--- src/rtl/fetch_pkg.sv ---
// Shared constants and the response-buffer entry type for the instruction fetch stage.
package fetch_pkg;

  localparam logic [31:0] NOP_INST         = 32'h0000_0013;
  localparam logic [31:0] DEFAULT_RESET_PC = 32'h0000_0000;

  typedef struct packed {
    logic [31:0] addr;
    logic [31:0] inst;
  } fetch_entry_t;

endpackage

--- src/rtl/fetch_fifo.sv ---
// Response buffer: synchronous FIFO of fetched {addr, inst} pairs with flush.
// Write is registered; the head entry is read combinationally.
module fetch_fifo
  import fetch_pkg::*;
#(
  parameter int DEPTH = 2,
  localparam int AW   = $clog2(DEPTH),
  localparam int CW   = AW + 1
) (
  input  logic         clk,
  input  logic         rst,
  input  logic         i_push,
  input  logic         i_pop,
  input  logic         i_flush,
  input  fetch_entry_t i_data,
  output fetch_entry_t o_head,
  output logic [CW-1:0] o_occ,
  output logic         o_empty,
  output logic         o_full
);

  fetch_entry_t  r_mem [DEPTH];
  logic [AW-1:0] r_rd_ptr;
  logic [AW-1:0] r_wr_ptr;
  logic [CW-1:0] r_count;
  logic          w_do_push;
  logic          w_do_pop;

  assign o_empty   = (r_count == '0);
  assign o_full    = (r_count == CW'(DEPTH));
  assign o_occ     = r_count;
  assign o_head    = r_mem[r_rd_ptr];
  assign w_do_pop  = i_pop && !o_empty;
  assign w_do_push = i_push && (!o_full || w_do_pop);

  // DEPTH is a power of two, so the pointers wrap naturally.
  always_ff @(posedge clk) begin
    if (rst || i_flush) begin
      r_rd_ptr <= '0;
      r_wr_ptr <= '0;
      r_count  <= '0;
    end else begin
      if (w_do_push) r_wr_ptr <= r_wr_ptr + AW'(1);
      if (w_do_pop)  r_rd_ptr <= r_rd_ptr + AW'(1);
      r_count <= r_count + CW'(w_do_push) - CW'(w_do_pop);
    end
  end

  always_ff @(posedge clk) begin
    if (w_do_push && !i_flush) r_mem[r_wr_ptr] <= i_data;
  end

endmodule

--- src/rtl/fetch_unit.sv ---
// RV32I instruction fetch: PC ownership, credit-limited imem requests, response buffering,
// stall and redirect handling. Optional sticky misaligned-target trap: FETCH_MISALIGN_TRAP_EN.
module fetch_unit
  import fetch_pkg::*;
#(
  parameter logic [31:0] RESET_PC  = DEFAULT_RESET_PC,
  parameter int          BUF_DEPTH = 2
) (
  input  logic        clk,
  input  logic        rst,
  input  logic        Stall,
  input  logic        BranchTaken,
  input  logic [31:0] BranchTarget,
  output logic        imem_req_valid,
  output logic [31:0] imem_req_addr,
  input  logic        imem_req_ready,
  input  logic        imem_rsp_valid,
  input  logic [31:0] imem_rsp_data,
  output logic [31:0] Addr,
  output logic [31:0] Inst,
  output logic        InstValid,
  output logic        FetchStall,
  output logic        MisalignTrap
);

  localparam int CW = $clog2(BUF_DEPTH) + 1;

  logic [31:0]   r_pc;
  logic [31:0]   r_rsp_pc;
  logic [31:0]   r_last_addr;
  logic [CW-1:0] r_outstanding;
  logic [CW-1:0] r_drop_cnt;

  logic [31:0]   w_target;
  logic [CW-1:0] w_occ;
  logic          w_empty;
  logic          w_fifo_full_unused;
  fetch_entry_t  w_head;
  fetch_entry_t  w_push_data;
  logic          w_trap;
  logic          w_hs;
  logic          w_credit;
  logic          w_drop;
  logic          w_push;
  logic          w_pop;
  logic          w_inst_valid;

  assign w_target = {BranchTarget[31:2], 2'b00};

`ifdef FETCH_MISALIGN_TRAP_EN
  logic r_trap;

  always_ff @(posedge clk) begin
    if (rst)                                  r_trap <= 1'b0;
    else if (BranchTaken && |BranchTarget[1:0]) r_trap <= 1'b1;
  end

  assign w_trap = r_trap;
`else
  logic w_unused_tgt_lsb;
  assign w_unused_tgt_lsb = ^BranchTarget[1:0];
  assign w_trap           = 1'b0;
`endif

  // Requests in flight plus buffered words never exceed BUF_DEPTH, so a response
  // always has a FIFO slot and a raised request cannot lose its credit before acceptance.
  assign w_credit       = (r_outstanding + w_occ) < CW'(BUF_DEPTH);
  assign imem_req_valid = !rst && !BranchTaken && !w_trap && w_credit;
  assign imem_req_addr  = r_pc;
  assign w_hs           = imem_req_valid && imem_req_ready;

  assign w_drop       = (r_drop_cnt != '0);
  assign w_push       = imem_rsp_valid && !w_drop && !BranchTaken && !w_trap;
  assign w_push_data  = '{addr: r_rsp_pc, inst: imem_rsp_data};
  assign w_inst_valid = !w_empty && !w_trap;
  assign w_pop        = !Stall && w_inst_valid && !BranchTaken;

  fetch_fifo #(
    .DEPTH (BUF_DEPTH)
  ) u_fifo (
    .clk     (clk),
    .rst     (rst),
    .i_push  (w_push),
    .i_pop   (w_pop),
    .i_flush (BranchTaken),
    .i_data  (w_push_data),
    .o_head  (w_head),
    .o_occ   (w_occ),
    .o_empty (w_empty),
    .o_full  (w_fifo_full_unused)
  );

  assign InstValid    = w_inst_valid;
  assign Inst         = w_inst_valid ? w_head.inst : NOP_INST;
  assign Addr         = w_inst_valid ? w_head.addr : r_last_addr;
  assign FetchStall   = w_empty && !BranchTaken;
  assign MisalignTrap = w_trap;

  always_ff @(posedge clk) begin
    if (rst) begin
      r_pc          <= RESET_PC;
      r_rsp_pc      <= RESET_PC;
      r_last_addr   <= '0;
      r_outstanding <= '0;
      r_drop_cnt    <= '0;
    end else begin
      r_outstanding <= r_outstanding + CW'(w_hs) - CW'(imem_rsp_valid);
      if (w_inst_valid) r_last_addr <= w_head.addr;
      if (BranchTaken) begin
        // Everything still in flight after this cycle's response is wrong-path.
        r_pc       <= w_target;
        r_rsp_pc   <= w_target;
        r_drop_cnt <= r_outstanding - CW'(imem_rsp_valid);
      end else begin
        if (w_hs)                    r_pc       <= r_pc + 32'd4;
        if (w_push)                  r_rsp_pc   <= r_rsp_pc + 32'd4;
        if (imem_rsp_valid && w_drop) r_drop_cnt <= r_drop_cnt - CW'(1);
      end
    end
  end

endmodule

--- config.mk ---
export PLATFORM = sky130hd
export DESIGN_NAME = fetch_unit
export DESIGN_NICKNAME = d
export VERILOG_FILES = /design/src/rtl/fetch_pkg.sv /design/src/rtl/fetch_fifo.sv /design/src/rtl/fetch_unit.sv
export SDC_FILE = /design/constraint.sdc
export NUM_CORES = 1
export LEC_CHECK = 0
export ABC_AREA = 1
export BUFFER_PORTS_ARGS = -buffer_cell sky130_fd_sc_hd__buf_4
export CAP_MARGIN = 20
export CORE_ASPECT_RATIO = 0.75
export CORE_MARGIN = 4
export CORE_UTILIZATION = 64
export CTS_BUF_LIST = sky130_fd_sc_hd__clkbuf_8
export DETAILED_ROUTE_END_ITERATION = 8
export PLACE_DENSITY_LB_ADDON = 0.08
export SYNTH_ARGS = -nofsm -noshare
export SYNTH_HDL_FRONTEND = slang
export SYNTH_HIERARCHICAL = 1
export SYNTH_SLANG_ARGS = --single-unit
--- constraint.sdc ---
create_clock -name clk -period 13.3 [get_ports clk]
set_input_delay 1.33 -clock clk [delete_from_list [all_inputs] [get_ports clk]]
set_output_delay 1.33 -clock clk [all_outputs]
set_load 0.02 [all_outputs]
# Word level (Yosys, flattened, before mapping)
# Memory sizes are Yosys's and may differ from the RTL's. A register that Yosys moved wholly into a read port is not among the register bits.
# Cells that the tools add are included.
# classes
add_sub_neg	11
n_mul	0
div	0
n_lt_le_gt_ge	1
n_eq_ne	1
n_shift	0
mux	12
n_bitwise	0
reduce_logical	26
# ops
cell	count
$mux 32	6
$add 32x3->32 const B	2
$logic_and 1x1->1	12
$reduce_bool 2->1	4
$logic_not 1->1	6
$sub 2x1->2	3
$add 2x1->2	2
$mux 1	4
$mux 2	2
$add 1x1->1 const B	2
$add 2x2->2	1
$eq 2x2->1 const B	1
$logic_not 2->1	1
$logic_or 1x1->1	2
$lt 2x2->1 const B	1
$reduce_or 2->1	1
$sub 2x1->2 const B	1
# word_totals
reg_bits	104
latch_bits	0
ram_bits	128
mem_bits_ro	0
inputBits	70
wordCells	62
memories	1
# memory_table
name	words	word_bits	read_ports	rd_ports_with_merged_regs	wr	line	source
u_fifo.r_mem	2	64	1	1	1	fetch_fifo.sv:22	fetch_entry_t r_mem [DEPTH];

# Depth between registers and ports, before layout
# Gate-level depths: netlist of run 1.
# logic_depth
word_depth	10
ltp_mapped	15
depth_no_buf	13

# By module
# Netlist of run 1, hierarchy kept.
# by_module_without_submodules
mod	n_inst	cells_each	area_per_inst_um2
fetch_unit	1	1031	6078.3
fetch_fifo	1	243	5188.7

# Worst setup path after synthesis of run 1
# OpenSTA, ideal clock, no wires.
# synth_path
path_type	in2reg
start	in BranchTaken
end	mem u_fifo/r_mem[0][0] (netlist bit), enable pin
setup_time_ps	565
t_arrival_ps	6503
path_slack_ps	6233
path_stages	7
cell_sequence	buf_2 -> buf_1 -> nor3_1 -> inv_1 -> nand2_1 -> nand2_1 -> nor3_1
# synth_via
elab_chain_cells	8
word_cells_on_any_way	9
classes_between	2 x mux; 7 x reduce/logical
# synth_lines
item	line	source
from (decl)	fetch_unit.sv:12	input logic BranchTaken,
$logic_not 1->1	fetch_unit.sv:76	assign w_pop = !Stall && w_inst_valid && !BranchTaken;
$logic_and 1x1->1	fetch_unit.sv:76	
net w_pop	fetch_unit.sv:45	logic w_pop;
$logic_and 1x1->1	fetch_fifo.sv:33	assign w_do_pop = i_pop && !o_empty;
$logic_or 1x1->1	fetch_fifo.sv:34	assign w_do_push = i_push && (!o_full || w_do_pop);
$logic_and 1x1->1	fetch_fifo.sv:34	
$logic_and 1x1->1	fetch_fifo.sv:50	if (w_do_push && !i_flush) r_mem[r_wr_ptr] <= i_data;
$mux 1	fetch_fifo.sv:50	
$mux 1 (implied by the code)	fetch_fifo.sv:50	
to (decl)	fetch_fifo.sv:22	
# The timed path passes the listed nets, and every way through them passes these cells.

==> flow_summary.json, run 1 <==
{
  "run_status": "complete, no violations",
  "globalRouteMet2Util": 0.420,
  "place.gp.congestion": 0.984,
  "pwr-share-comb": 0.103,
  "detailedRoute.firstIterationViolations": 915,
  "wire_length_per_cell_um": 16.1,
  "design.portCount": 170,
  "timing.hold.worst.start": "r_last_addr[31]$_SDFF_PP0_",
  "ctsResizeCount": 0,
  "grt_overflow": 0,
  "slew_violations": 0,
  "gr-usage-met3": 0.0776,
  "path_cells": "buf_4 -> mux2_4 -> or2_2 -> buf_4",
  "critical_path_arrival_ns": 2.69,
  "critPathCaptureType": "primary output",
  "critical-path-slowest-cell": "dfxtp_4",
  "vias": 9118,
  "peakVddDrop_v": 0.0000969,
  "largest_cells_by_area_after_synthesis": "edfxtp_1, dfxtp_1, nand2_1, mux2_4, nor2_1",
  "sw_frac_of_total": 0.255,
  "power_switching_mw": 0.384,
  "hpwlAfterDp_mm": 18.8,
  "drcViolationCount": 0,
  "skew_ns": 0.0171,
  "final-hold-violation-count": 0,
  "syn-mean-instance-area_um2": 8.84,
  "post_cts_hold_buffer_count": 0,
  "timing.setup.tns_ns": 0,
  "worst-slew-pin-transition_ns": 1.02,
  "fp.dieW_um": 161,
  "total_leakage_power_nw": 5.72,
  "grt_most_used_layer": "met2",
  "globalRouteMet1Util": 0.374,
  "dr_pass1_iterations": 5,
  "reg2reg_to": "u_fifo/r_mem[0][51]$_DFFE_PP_",
  "drt-vias-per-instance": 5.35,
  "critical_path.max_stage_delay_ns": 0.79,
  "clk_root_buffer_cell": "clkbuf_8",
  "worst-endpoint-required_ns": 11.97,
  "start_util": 0.662,
  "internal_power_mw": 1.12,
  "ant_nets": 0,
  "synth.distinct_cells": 44,
  "antenna_found_initial": 0,
  "timing.fmax_mhz": 249,
  "synth.yosys.seq_area_share": 0.521,
  "final_period_minus_worst_setup_slack_ns": 4.02,
  "global_route_wire_length_before_repair_mm": 42.4,
  "hold_path_depth": 2,
  "synth-main-ff-cell": "edfxtp_1",
  "synth_top_area_cell": "edfxtp_1",
  "cp_class": "flop to primary output",
  "core_mm2": 0.0170,
  "reg2regPathDepth": 8,
  "layout-drive-gt1-share": 0.212,
  "numCtsBuffers": 36,
  "area_delta_synth_final_pct": 17.4,
  "maximum_number_of_pins_on_one_net_before_global_route_repair": 87,
  "io_buffer_count": 164,
  "vias_in_the_first_global_route": 8390,
  "hold_path_class": "flop to flop",
  "post-route-period-util": 0.302,
  "yosys_warnings": 6,
  "die_h_um": 123,
  "min_to": "r_last_addr[31]$_SDFF_PP0_",
  "cts.clk_slew.worst_paths_ns": 0.06,
  "finalSetupViolCount": 0,
  "ff2ff_setup_slack_ns": 10.03,
  "synth_largest_type_area_fraction": 0.341,
  "ys_seq_elements": 229,
  "cts.htree.levels": 2,
  "n_antenna_cell": 0,
  "crit_top_cell": "buf_4",
  "detail_route.wirelength_mm": 27.5,
  "rows": 41,
  "syn_inst": 1274,
  "clock_tree_from_tritoncts": "yes",
  "cts-root-to-sink-buffers": 3,
  "numClockSinks": 229,
  "report.power.total_mw": 1.51,
  "cap_violations": 0,
  "edff_count_synth": 128,
  "final_util": 0.777,
  "insertion_delay_ns": 0.52,
  "finalNetCount": 1520,
  "rsz0062_at_grt": "no",
  "global_route.usage.total": 0.269,
  "synth.cell_area_mm2": 0.0113,
  "pwr_density_cell_mw_per_mm2": 114,
  "maxSlewHeadroom": 0.320,
  "design.die.area_mm2": 0.0198,
  "pwr-share-seq": 0.529,
  "async_reset_ff_frac": 0,
  "cp_max_fo": 35,
  "critPathLaunchType": "flop",
  "post_cts_buffers": 0,
  "crit-reg2reg-launch": "u_fifo/o_occ[1]$_SDFF_PP0_",
  "power_frac_clock": 0.368
}
kinds of logic (layout without fill, tap and decap cells):
kind of cell	Yosys count	count (layout)	share of synthesized area
flops	229	229	0.521
compound gates	129	129	0.0603
simple gates	645	645	0.239
mux	64	64	0.0840
xor+xnor	15	15	0.0117
other cells	1	7	0.000333
buf+inv	184	372	0.0768
fa+ha+maj	7	7	0.00777
flip-flops by register name (all words and copies together) (netlist names), named ones only:
name,cells
imem_req_addr,30
u_fifo/r_wr_ptr,1
r_rsp_pc,30
r_last_addr,32
u_fifo/r_rd_ptr,1
u_fifo/o_occ,2
r_drop_cnt,2
u_fifo/r_mem,128
r_outstanding,2
synthesized netlist by cell type, drive strengths merged (8+ instances only):
cell type  number
inv           138
o21ai          26
nand2         386
edfxtp        128
nor2          158
a21oi          86
xor2           10
buf            25
dfxtp         101
a31oi           8
mux2           64
clkbuf         20
nand3          79
power by group through the flow:
stage                     logic [mW]  registers, mW  clock network, mW
after detailed placement       0.153          0.812                  0
after global placement         0.149          0.811                  0
after floorplan               0.0907          0.811                  0
after CTS                      0.154          0.797              0.566
final                          0.156          0.799              0.555
after global routing           0.171          0.800              0.600
final cells by class:
| cell class | instances | area [um^2] |
|---|---|---|
| well taps | 236 | 295 |
| flip-flops and latches | 229 | 5870 |
| clock inverters | 24 | 129 |
| multi-input cells | 867 | 4580 |
| clock buffers | 39 | 537 |
| fillers | 1210 | 3800 |
| inverters | 139 | 522 |
| repair buffers | 170 | 1300 |
per-layer routing:
metal	vias up	part of all wire
li1	4471	-
met1	4158	0.42
met3	54	0.11
met2	435	0.45
met4	0	0.020
met5	-	0
critical path: cells and delay by family, from the launching register on:
kind | cells | cell delay (ns)
buf+inv | 2 | 0.75
simple gates | 1 | 0.27
mux | 1 | 0.34
flops | 1 | 0.79
how the worst max path moves through the flow:
| stage | from | to | slack, ns | depth (start not counted) |
|---|---|---|---|---|
| global route | u_fifo/o_occ[1]$_SDFF_PP0_ | Addr[8] | 9.06 | 7 |
| CTS | u_fifo/o_occ[1]$_SDFF_PP0_ | Addr[22] | 8.61 | 6 |
| detailed placement | u_fifo/o_occ[1]$_SDFF_PP0_ | Addr[8] | 9.20 | 6 |
| global placement | u_fifo/o_occ[1]$_SDFF_PP0_ | Addr[4] | 9.29 | 6 |
| floorplan | BranchTaken | u_fifo/r_mem[0][0]$_DFFE_PP_ | 6.23 | 7 |
| finish | flop | Inst[1] | 9.28 | 4 |
cells in the final DEF (no fill, tap or decap), types with 2 or more instances in the layout:
| master | n |
|---|---|
| clkbuf_8 | 39 |
| inv_2 | 3 |
| a31oi_1 | 8 |
| nor3_1 | 6 |
| dfxtp_1 | 100 |
| o21a_1 | 2 |
| nor2_4 | 8 |
| nand3_1 | 78 |
| inv_1 | 148 |
| mux2_4 | 60 |
| nor2_2 | 7 |
| ha_1 | 7 |
| nand2_1 | 379 |
| a21boi_0 | 2 |
| clkinv_2 | 3 |
| nor2_1 | 143 |
| or2_2 | 3 |
| buf_4 | 169 |
| nand2_2 | 6 |
| o21ai_0 | 25 |
| and2_1 | 2 |
| clkinv_1 | 6 |
| nand3b_1 | 7 |
| a21oi_1 | 86 |
| conb_1 | 7 |
| edfxtp_1 | 128 |
| xnor2_1 | 5 |
| xor2_1 | 10 |
| mux2_2 | 4 |
per-stage QoR:
step	hold slack, ns	cells	worst slack (ns)	instance area, um^2
after floorplan	0.444	1280	6.23	11300
after global placement	0.455	1640	9.29	12500
after detailed placement	0.460	1640	9.20	12500
after CTS	0.469	1703	8.61	13200
after global routing	0.486	1704	9.06	13200
final	0.471	1704	9.28	13200
No activity file was read; power rests on OpenSTA's default activity.
==> run 2, diff against run 1 <==
--- a/config.mk
+++ b/config.mk
@@ -10,7 +10,7 @@
 export CAP_MARGIN = 20
 export CORE_ASPECT_RATIO = 0.75
 export CORE_MARGIN = 4
-export CORE_UTILIZATION = 64
+export CORE_UTILIZATION = 59
 export CTS_BUF_LIST = sky130_fd_sc_hd__clkbuf_8
 export DETAILED_ROUTE_END_ITERATION = 8
 export PLACE_DENSITY_LB_ADDON = 0.08
==> constraint.sdc (replaced) <==
create_clock -name clk -period 4.2 [get_ports clk]
set_input_delay 0.42 -clock clk [delete_from_list [all_inputs] [get_ports clk]]
set_output_delay 0.42 -clock clk [all_outputs]
set_load 0.02 [all_outputs]
==> run 2 against run 1 <==
Cell area up 0.52%. Combinational power rose to 3.1 times the previous value. Largest cell class unchanged. Clock-buffer cell count up 2. Core utilization down 6.2 points. Critical path type unchanged. Worst hold slack worse by 0.40 ns. Clock skew up 0.014 ns. Critical path depth up 1. Final cell count up 1.1%.
==> flow_summary.json, run 2 (synthesis results as in run 1) <==
{
  "run_status": "complete, no violations",
  "placed_cells_incl_taps": 1653,
  "insertion_delay_ns": 0.55,
  "slew_violations": 0,
  "globalRouteMet1Util": 0.322,
  "total_leakage_power_nw": 5.77,
  "worst-endpoint-required_ns": 3.78,
  "detailedRoute.firstIterationViolations": 843,
  "design.portCount": 170,
  "die_h_um": 128,
  "numCtsBuffers": 38,
  "rsz0062_at_grt": "no",
  "final_design_area_no_fill_mm2": 0.0133,
  "final_cell_mix": "nand2_1, buf_4, inv_1",
  "critPathCaptureType": "primary output",
  "critPathLaunchType": "flop",
  "n_fill_cell": 1488,
  "max_ffs_per_register": 128,
  "peakVddDrop_v": 0.000282,
  "stdcell_count": 1723,
  "skew_ns": 0.0310,
  "post_cts_buffers": 0,
  "cts.htree.levels": 2,
  "n_antenna_cell": 0,
  "gr-usage-met3": 0.0512,
  "final-hold-violation-count": 0,
  "final-seq-area_mm2": 0.00587,
  "place.gp.congestion": 0.905,
  "global_route.usage.total": 0.232,
  "drcViolationCount": 0,
  "pwr_density_cell_mw_per_mm2": 361,
  "numClockSinks": 229,
  "grt_overflow": 0,
  "ctsResizeCount": 0,
  "grt_most_used_layer": "met2",
  "final_period_minus_worst_setup_slack_ns": 2.99,
  "vias_in_the_first_global_route": 8293,
  "detailedPlace.worstSlack_ns": 1.42,
  "detail_route.wirelength_mm": 25.7,
  "critical_path_arrival_ns": 2.57,
  "fin_ws_ns": 1.21,
  "cp_class": "flop to primary output",
  "io_buffer_count": 164,
  "finalNetCount": 1523,
  "globalRouteMet2Util": 0.377,
  "worst-slew-pin-transition_ns": 1.03,
  "finalSetupViolCount": 0,
  "global_route_wire_length_before_repair_mm": 40.7,
  "maximum_number_of_pins_on_one_net_before_global_route_repair": 87,
  "timing.hold.ws_ns": 0.0709,
  "cts-root-to-sink-buffers": 3,
  "vias": 8981,
  "hpwlAfterDp_mm": 17.4,
  "start_util": 0.605,
  "design.die.area_mm2": 0.0214,
  "hold_path_class": "input port to flop",
  "registers.top_by_ff_count": "u_fifo/r_mem",
  "maxSlewHeadroom": 0.316,
  "detailed_place.area_mm2": 0.0126,
  "post-route-period-util": 0.712,
  "area_delta_synth_final_pct": 18.0,
  "fp.dieW_um": 168,
  "biggestRegsByFlops": "u_fifo/r_mem (128), r_last_addr (32)",
  "post_cts_hold_buffer_count": 0,
  "clock_tree_from_tritoncts": "yes",
  "clk_root_buffer_cell": "clkbuf_8",
  "core_mm2": 0.0186,
  "ant_nets": 0,
  "antenna_found_initial": 0,
  "cp_max_fo": 49,
  "cts.clk_slew.worst_paths_ns": 0.06,
  "timing.setup.tns_ns": 0,
  "most_common_cell_after_layout_fill_and_taps_aside": "nand2_1",
  "multi_input_comb_area_mm2": 0.00458,
  "cap_violations": 0,
  "rows": 43,
  "dr_pass1_iterations": 5,
  "wire_length_per_cell_um": 14.9,
  "layout-drive-gt1-share": 0.212,
  "drt-vias-per-instance": 5.21,
  "timing.fmax_mhz": 335
}
## run 2: cell types whose count changed in the layout (fill, tap and decap cells not counted), moves of 2 or more
| cell | before | now |
|---|---|---|
| buf_12 | 0 | 2 |
| clkinv_2 | 3 | 1 |
| inv_1 | 148 | 156 |
| clkbuf_8 | 39 | 41 |
| clkinv_1 | 6 | 4 |
## run 2: path summary, 6_finish.rpt
kind | from | endpoint | slack, ns | depth (start not counted)
worst min register to register | r_last_addr[30]$_SDFF_PP0_ | r_last_addr[30]$_SDFF_PP0_ | 0.47 | 2
worst max register to register | r_drop_cnt[0]$_SDFFE_PP0P_ | u_fifo/r_mem[0][24]$_DFFE_PP_ | 1.47 | 7
worst max-delay path | flop | Inst[30] | 1.21 | 5
worst min-delay path | imem_rsp_data[0] | u_fifo/r_mem[1][0]$_DFFE_PP_ | 0.07 | 1
## run 2: metrics by stage
step	util	power (mW)
final	0.714	4.79
after global routing	0.714	5.00
after detailed placement	0.677	3.05
after floorplan	-	2.85
after CTS	0.714	4.84
after global placement	0.677	3.04
## run 2: final cells by class
type                            count  share of cell area
Multi-Input combinational cell    867               0.345
Clock inverter                     29              0.0104
Clock buffer                       41              0.0424
Tap cell                          247              0.0232
Inverter                          139              0.0392
Sequential cell                   229               0.441
Timing Repair Buffer              171              0.0984
## run 2: power by group
part | internal, mW | switching [mW]
Clock | 0.911 | 0.878
Combinational | 0.198 | 0.287
Sequential | 2.45 | 0.0746
Total | 3.55 | 1.24
## run 2: metal layers
metal	vias to the layer above	routed length (um)	part of all wire
met5	-	0	0
met4	0	442	0.017
met3	40	2120	0.083
met2	322	11800	0.46
met1	4152	11300	0.44
li1	4467	-	-
## run 2: critical path: stages, from the launching register on
cell and delay [ns]:
dfxtp_4 0.94, buf_4 0.44, mux2_4 0.33, inv_1 0.06
nor2_1 0.04, buf_4 0.19
==> run 3, diff against run 2 <==
==> constraint.sdc (replaced) <==
create_clock -name clk -period 3 [get_ports clk]
set_input_delay 0.3 -clock clk [delete_from_list [all_inputs] [get_ports clk]]
set_output_delay 0.3 -clock clk [all_outputs]
set_load 0.02 [all_outputs]
==> run 3 against run 2 <==
Worst hold slack better by 0.022 ns. Routed wire length up 2.5%. Clock-buffer cell count down 2. Global-route usage up 0.67 points. Sequential cell count unchanged. Cell area up 2.9%. First-iteration DRC count down 10%. Critical path depth up 1. Clock skew down 0.0064 ns. Highest routed layer unchanged. Die area unchanged.
==> flow_summary.json, run 3 (synthesis results as in run 1) <==
{
  "run_status": "complete, no violations",
  "design.portCount": 170,
  "numCtsBuffers": 36,
  "post_cts_buffers": 0,
  "timing.fmax_mhz": 400,
  "skew_ns": 0.0246,
  "dr_pass1_iterations": 5,
  "report.power.total_mw": 6.73,
  "critPathCaptureType": "primary output",
  "max_ffs_per_register": 128,
  "start_util": 0.605,
  "final_cell_mix": "nand2_1, buf_4, inv_1",
  "crit-reg2reg-launch": "r_drop_cnt[0]$_SDFFE_PP0P_",
  "registers.top_by_ff_count": "u_fifo/r_mem",
  "post_cts_hold_buffer_count": 32,
  "timing.hold.worst.start": "BranchTarget[29]",
  "ctsResizeCount": 0,
  "worst-endpoint-required_ns": 2.70,
  "die_h_um": 128,
  "detailedRoute.firstIterationViolations": 758,
  "biggestRegsByFlops": "u_fifo/r_mem (128), r_last_addr (32)",
  "design.die.area_mm2": 0.0214,
  "hold_path_depth": 3,
  "maximum_number_of_pins_on_one_net_before_global_route_repair": 86,
  "detail_route.wirelength_mm": 26.3,
  "hpwlAfterDp_mm": 17.9,
  "reg2reg_to": "u_fifo/r_mem[1][43]$_DFFE_PP_",
  "min_to": "r_rsp_pc[29]$_SDFFE_PP0P_",
  "most_common_cell_after_layout_fill_and_taps_aside": "nand2_1",
  "slew_violations": 0,
  "insertion_delay_ns": 0.53,
  "cp_class": "flop to primary output",
  "drcViolationCount": 0,
  "rsz0062_at_grt": "no",
  "global_route_wire_length_before_repair_mm": 41.6,
  "total_leakage_power_nw": 5.91,
  "place.gp.congestion": 0.930,
  "vias_in_the_first_global_route": 8462,
  "finalNetCount": 1558,
  "fp.dieW_um": 168,
  "reg2regPathDepth": 7,
  "timing.setup.tns_ns": 0,
  "final-hold-violation-count": 0,
  "rows": 43,
  "critPathLaunchType": "flop",
  "cts-root-to-sink-buffers": 3,
  "clock_tree_from_tritoncts": "yes",
  "vias": 9088,
  "critical_path_arrival_ns": 2.20,
  "grt_overflow": 0,
  "cts.clk_slew.worst_paths_ns": 0.06,
  "pwr_density_cell_mw_per_mm2": 492,
  "final_util": 0.735,
  "cp_max_fo": 38,
  "maxSlewHeadroom": 0.328,
  "layout-drive-gt1-share": 0.216,
  "area_delta_synth_final_pct": 21.5,
  "drt-vias-per-instance": 5.18,
  "cap_violations": 0,
  "clk_root_buffer_cell": "clkbuf_8",
  "finalSetupViolCount": 0,
  "worst-slew-pin-transition_ns": 1.01,
  "io_buffer_count": 164,
  "antenna_found_initial": 0,
  "core_mm2": 0.0186,
  "global_route.usage.total": 0.239,
  "ant_nets": 0,
  "wire_length_per_cell_um": 15.0,
  "numClockSinks": 229,
  "final_period_minus_worst_setup_slack_ns": 2.50,
  "post-route-period-util": 0.833,
  "ff2ff_setup_slack_ns": 1.04,
  "cts.htree.levels": 2,
  "n_antenna_cell": 0,
  "hold_path_class": "input port to flop",
  "peakVddDrop_v": 0.000422
}
-- run 3: cell count changes in the layout (fill, tap and decap cells not counted), sizes merged --
cell         before  now
inv             160  155
dlygate4sd3       0   32
clkbuf           41   39
clkinv            6    8
clkinvlp          2    1
buf             171  176
bufinv            0    1
-- run 3: where the power goes --
group / switching (mW) / leakage, nW / internal (mW) / total [mW]
clock network: 1.19 / 0.405 / 1.29 / 2.48
registers: 0.106 / 2.01 / 3.42 / 3.53
logic: 0.412 / 3.50 / 0.311 / 0.723
total: 1.71 / 5.91 / 5.02 / 6.73
-- run 3: cell type report --
cell class	instances	area, um^2
Timing Repair Buffer	208	1690
Tap cell	247	309
Multi-Input combinational cell	867	4610
Fill cell	1436	4930
Sequential cell	229	5880
Inverter	139	522
Clock buffer	39	537
Clock inverter	26	138
-- run 3: routing by layer --
layer	up-vias	routed length, um	GRT usage
li1	4550	-	-
met1	4185	11600	0.327
met2	310	12200	0.395
met3	43	1920	0.0496
met4	0	485	0.0611
met5	-	0	0
-- run 3: critical path, stage by stage, from the launching register on --
cell and delay (ns):
dfxtp_4 0.37, nor2_4 0.14, buf_4 0.32, buf_4 0.43, nand2_1 0.12, nand2_1 0.13, buf_4 0.15
-- run 3: per-stage QoR --
step                cell area, um^2  hold WS [ns]  setup WS [ns]  cells
floorplan                     11400         0.399        -0.0228   1280
finish                        13700        0.0931          0.500   1755
global route                  13700         0.102          0.359   1755
CTS                           13700        0.0763          0.457   1755
detailed placement            12700         0.457          0.865   1658
global placement              12700         0.450          0.934   1658
-- run 3: how the worst max path moves through the flow --
stage,start,endpoint,slack [ns],cells past startpoint
6_report,u_fifo/o_occ[1]$_SDFF_PP0_,Addr[18],0.50,6
3_5_place_dp,BranchTaken,imem_req_addr[8]$_SDFFE_PP0P_,0.87,7
3_3_place_gp,BranchTaken,imem_req_addr[8]$_SDFFE_PP0P_,0.93,7
4_1_cts,u_fifo/o_occ[1]$_SDFF_PP0_,Addr[18],0.46,6
2_1_floorplan,u_fifo/o_occ[1]$_SDFF_PP0_,u_fifo/r_mem[0][0]$_DFFE_PP_,-0.02,8
5_1_grt,u_fifo/o_occ[1]$_SDFF_PP0_,Addr[29],0.36,6
